File: src/rtl/rd_port_sched.sv
// Per-output-port read scheduler: packet-granular round-robin over input-port
// buffers, drives the read-mux select/enable and pops the granted buffer to eop.
module rd_port_sched #(
    parameter int unsigned IN_PORT_NUM = 16,
    parameter int unsigned TIMEOUT     = 255
) (
    input  logic                           i_clk,
    input  logic                           i_rst_n,
    input  logic [IN_PORT_NUM-1:0]         i_req,
    input  logic                           i_out_rdy,
    input  logic                           i_rd_vld,
    input  logic                           i_rd_sop,
    input  logic                           i_rd_eop,
    output logic [$clog2(IN_PORT_NUM)-1:0] o_sel,
    output logic                           o_en,
    output logic [IN_PORT_NUM-1:0]         o_pop,
    output logic                           o_busy,
    output logic                           o_timeout,
    output logic                           o_err_sop
);

    localparam int unsigned SEL_W = $clog2(IN_PORT_NUM);
    localparam int unsigned CNT_W = $clog2(TIMEOUT + 1);

    typedef enum logic [1:0] {
        IDLE,
        XFER,
        GAP
    } state_t;

    state_t           state, state_nxt;
    logic [SEL_W-1:0] ptr, ptr_nxt, sel_nxt, win, idx;
    logic             en_nxt, first, first_nxt, found;
    logic [CNT_W-1:0] stall_cnt, stall_nxt;
    logic             xfer, stall, to_hit;

    // Round-robin search: first requester at or above ptr, wrapping.
    always_comb begin
        win   = ptr;
        found = 1'b0;
        idx   = '0;
        for (int unsigned i = 0; i < IN_PORT_NUM; i++) begin
            idx = ptr + SEL_W'(i);
            if (!found && i_req[idx]) begin
                win   = idx;
                found = 1'b1;
            end
        end
    end

    // A word is never popped during the reset cycle, so an aborted packet stays intact.
    assign xfer   = (state == XFER) & o_en & i_out_rdy & i_rd_vld & i_rst_n;
    assign stall  = (state == XFER) & o_en & i_out_rdy & ~i_rd_vld;
    assign to_hit = stall & (stall_cnt == CNT_W'(TIMEOUT - 1));

    assign o_busy    = (state == XFER);
    assign o_timeout = to_hit;
    assign o_err_sop = xfer & (first ? ~i_rd_sop : i_rd_sop);

    always_comb begin
        o_pop = '0;
        if (xfer) begin
            o_pop[o_sel] = 1'b1;
        end
    end

    always_comb begin
        state_nxt = state;
        ptr_nxt   = ptr;
        sel_nxt   = o_sel;
        en_nxt    = o_en;
        first_nxt = first;
        stall_nxt = stall_cnt;
        case (state)
            IDLE: begin
                if (found) begin
                    sel_nxt   = win;
                    en_nxt    = 1'b1;
                    first_nxt = 1'b1;
                    stall_nxt = '0;
                    state_nxt = XFER;
                end
            end
            XFER: begin
                if (xfer) begin
                    first_nxt = 1'b0;
                    stall_nxt = '0;
                    if (i_rd_eop) begin
                        ptr_nxt   = o_sel + SEL_W'(1);
                        en_nxt    = 1'b0;
                        state_nxt = GAP;
                    end
                end else if (to_hit) begin
                    stall_nxt = CNT_W'(TIMEOUT);
                    ptr_nxt   = o_sel + SEL_W'(1);
                    en_nxt    = 1'b0;
                    state_nxt = GAP;
                end else if (stall && (stall_cnt != CNT_W'(TIMEOUT))) begin
                    stall_nxt = stall_cnt + CNT_W'(1);
                end
            end
            GAP: begin
                en_nxt    = 1'b0;
                state_nxt = IDLE;
            end
            default: begin
                en_nxt    = 1'b0;
                state_nxt = IDLE;
            end
        endcase
    end

    always_ff @(posedge i_clk) begin
        if (!i_rst_n) begin
            state     <= IDLE;
            ptr       <= '0;
            o_sel     <= '0;
            o_en      <= 1'b0;
            first     <= 1'b1;
            stall_cnt <= '0;
        end else begin
            state     <= state_nxt;
            ptr       <= ptr_nxt;
            o_sel     <= sel_nxt;
            o_en      <= en_nxt;
            first     <= first_nxt;
            stall_cnt <= stall_nxt;
        end
    end

endmodule

File: config.mk
export PLATFORM = sky130hd
export DESIGN_NAME = rd_port_sched
export DESIGN_NICKNAME = d
export VERILOG_FILES = /design/src/rtl/rd_port_sched.sv
export SDC_FILE = /design/constraint.sdc
export NUM_CORES = 1
export LEC_CHECK = 0
export BUFFER_PORTS_ARGS = -buffer_cell sky130_fd_sc_hd__buf_2
export CAP_MARGIN = 15
export CORE_MARGIN = 2
export CORE_UTILIZATION = 60
export CTS_CLUSTER_DIAMETER = 120
export DETAILED_ROUTE_END_ITERATION = 10
export GPL_TIMING_DRIVEN = 0
export PLACE_DENSITY = 0.94
export SLEW_MARGIN = 20
export SYNTH_ARGS = -nofsm -noshare
export SYNTH_HDL_FRONTEND = slang
export SYNTH_SLANG_ARGS = --single-unit
File: constraint.sdc
create_clock -name i_clk -period 12.3 [get_ports i_clk]
set_clock_uncertainty 0.2 [all_clocks]
set_input_delay 1.23 -clock i_clk [delete_from_list [all_inputs] [get_ports i_clk]]
set_output_delay 1.23 -clock i_clk [all_outputs]
set_load 0.005 [all_outputs]
==> impl.org <==
** STA
- Final count of negative-setup-slack endpoints :: 0
- Count of pins over their slew limit :: 0
- Hold timing on the final database bottoms out at a slack of 339 ps.
- Setup repair after global routing left no endpoint under its margin.
- Slew margin rel. :: 0.369
- F_max :: 0.192 GHz
- For the pin with the worst max-slew slack, the measured transition is 939 ps.
- Hold violation count in the final report :: 0
- The smallest clock period supported by the final layout is computed as 5220 ps.
- Adding up every negative setup slack in the final design gives 0 ps.
- In the finished design, the share of the clock period the worst path needs comes to 0.424.

** Worst setup path
- The most critical setup path has its startpoint at ptr[1].
- For flop-to-flop paths, the worst setup slack is 7080 ps.
- Required time at the worst-slack endpoint :: 12260 ps
- In this run the worst setup path terminates at o_sel[1].
- STA classifies the critical path endpoint as a flop.
- Element type at the critical path start :: flop
- The endpoint identified for the worst register-to-register timing path is o_sel[1].
- Worst-case reg-to-reg path depth :: 15
- Maximum fanout along the worst path :: 10
- Type of the worst setup path :: flop to flop
- Signal arrival time at the worst endpoint :: 5180 ps
- Worst flop-to-flop path startpoint :: ptr[1]

** Drt
- Detailed routing inserted a total of 3733 vias.
- The final layout contains routed wiring with a total length of 10400 µm.
- In this run, the number of DRC markers left after iteration 0 of detailed routing was 413.
- Dividing the detail-routed via count by the number of cells gives 7.14.
- Final ANT Viol Nets :: 0
- Drt first pass iters :: 6
- In the final routed layout, each cell accounts on average for 19.9 µm.
- Number of DRC violations after detailed routing :: 0

** Global routing
- The number of antenna violations at the first check in global routing is 0.
- For this run, the total global-route usage over all layers was measured as 0.333.
- Maximum number of pins on one net before global-route repair :: 12
- In the global route stage, met3 resource usage came out at 0.0385.
- After global routing the overflow that remains totals 0.
- The global routing stage identified its most utilized layer as met2.
- Global-route track usage on met1 :: 0.438
- Vias in the first global route :: 3505
- The first global-routing pass estimated 17000 µm of wire.
- For this run, global-route usage on met2 was measured as 0.580.

** Power and ir drop
- Power comes to 212 µW.
- For this design the static power due to leakage is 0.00153 µW.
- For this design the ratio of total power to cell area is 55.6 mW/mm².
- Across the VDD grid, the largest voltage drop is 46.2 µV.

** Clock network
- Root Buffer Master :: clkbuf_8
- Clock tree buffer depth :: 2
- In this run, CTS created clock tree buffers numbering 3.
- Hold buffers post-CTS :: 0
- CTS tree :: done
- Setup Fix Bufs, Post-CTS :: 0
- In this run, post-CTS repair resized a total of 0 instances.
- Clock latency on the worst-skew pair, taken at its later pin, is 260 ps.
- Number of clock sinks seen by CTS :: 19
- H-Tree Level Count :: 1
- After clock tree synthesis, the clock-pin slew on the worst setup and hold paths is 80 ps.

** Yosys
- In the synthesized netlist, the number of instances is 403.
- Synth cell types :: 70
- After synthesis the cells add up to 0.00345 mm².
- Summed over all instances, the cell type with the most area after synthesis is mux4_2.
- Yosys attributes the largest share of cell area to mux4_2, dfxtp_1, nand2_1.
- Of the post-synthesis cell area, the dominant cell type holds 0.189.
- In the synthesized netlist the dominant register cell turns out to be dfxtp_1.
- Post-synth ARST share :: 0
- Flops & latches, synth :: 19
- Average size of a mapped cell :: 8.57 µm²
- For this run, the number of Yosys warnings is 0.
- In this run, synthesis inferred 0 flip-flops with an integrated enable.
- Of the synthesized area, sequential elements account for 0.110.
- Number of nets in the synthesized netlist :: 438

** Layout
- The area growth from synthesis to layout is 10.3%.
- Fraction of layout instances using a drive strength above 1 :: 0.266
- Leaving out fill and tap cells, the most frequent cells in the layout are buf_2, nand2_1, mux4_2.
- Number of nets in the final layout :: 487
- The library cell used most frequently in the layout, excluding fill and tap cells, is buf_2.
- FILL cells :: 450
- Count of inserted antenna diode cells :: 0

** Placement
- Detailed placement ended at an HPWL of 8090 µm.
- Input and output buffers added on the ports amount to 44.
- At the end of routability-driven placement, the weighted congestion stood at 1.00.

** Floorplanning
- The initialized floorplan defines 27 standard-cell rows.
- Die Y-Extent :: 79.9 µm
- IO Pins :: 46
- Effective utilization at floorplan :: 0.623
- The die covers 0.00638 mm².
- Measured along the x axis, the die boundary spans 79.9 µm.
- Floorplan Core Area :: 0.00554 mm²

** Run
- Max-cap violations in this run came to 0.

** Min path
- Worst hold-check path type :: flop to flop

** Run status
- The flow ran to the end, and the final reports show no timing, DRC or antenna violations.
## sequential cells by signal, indices dropped and copies added (netlist names)
name and count:
ptr 4, state 1, stall_cnt 8, o_sel 4, o_en 1, first 1
## logic make-up after synthesis
kind of cell	share of synthesized area
xor gates and xnor gates	0.0428
AOI/OAI and AO/OA	0.202
muxes	0.293
buffers and inverters	0.0613
DFF	0.110
adders and majority gates	0.0471
and+or+nand+nor	0.244
## layer usage
layer / up-vias / share of wire
li1: 1676 / -
met1: 1730 / 0.39
met2: 293 / 0.48
met3: 34 / 0.10
met4: 0 / 0.024
met5: - / 0
## report_power, final
part | switching (µW) | leakage, µW | internal (µW) | total (µW)
combinational | 59.3 | 0.00135 | 41.1 | 100
sequential | 2.43 | 0.000154 | 63.5 | 65.9
clock | 22.8 | 0.0000255 | 22.6 | 45.4
## worst max-delay path, cell delays in order, from the launching register on
cell and delay (ps):
dfxtp_1 430, buf_6 190, buf_6 170, buf_2 270, inv_1 240, ha_1 470, buf_6 200, mux4_2 570
mux2i_1 400, mux2_2 320, and2_1 180, nand4_1 320, nor4b_2 570, a311oi_1 90, and3_1 190, o31a_1 290
## through the flow
step                      worst slack [ps]  area (µm²)  std cells  utilization
final                                 7080        3810        523        0.687
after global routing                  6820        3810        523        0.687
after CTS                             7180        3810        523        0.687
after detailed placement              7250        3760        519        0.679
after global placement                7390        3760        519        0.679
after floorplan                       7970        3450        403            -
## layout make-up
type	count	area (µm²)	area share
timing repair buffer	44	220	0.0578
buffer	23	148	0.0388
sequential	19	380	0.0999
clock buffer	3	41.3	0.0108
clock inverter	1	5.00	0.00131
inverter	17	63.8	0.0168
multi-input combinational	344	2860	0.751
tap	72	90.1	0.0237
## worst min path at each step
stage | start | to | cells past startpoint
after floorplan | first | first | 2
after global placement | first | first | 2
after detailed placement | first | first | 2
after CTS | first | first | 2
after global routing | first | first | 2
final | first | first | 2
## synthesized netlist by cell type (all sizes together), types with 9 or more instances
cell type and number:
a21oi 13, buf 16, dfxtp 19, ha 13
inv 17, mux2 16, mux2i 17, mux4 29
nand2 47, nand3 10, nor2 28, nor3 17
o21ai 22, xnor2 9
Power figures use the tool's default switching activity.
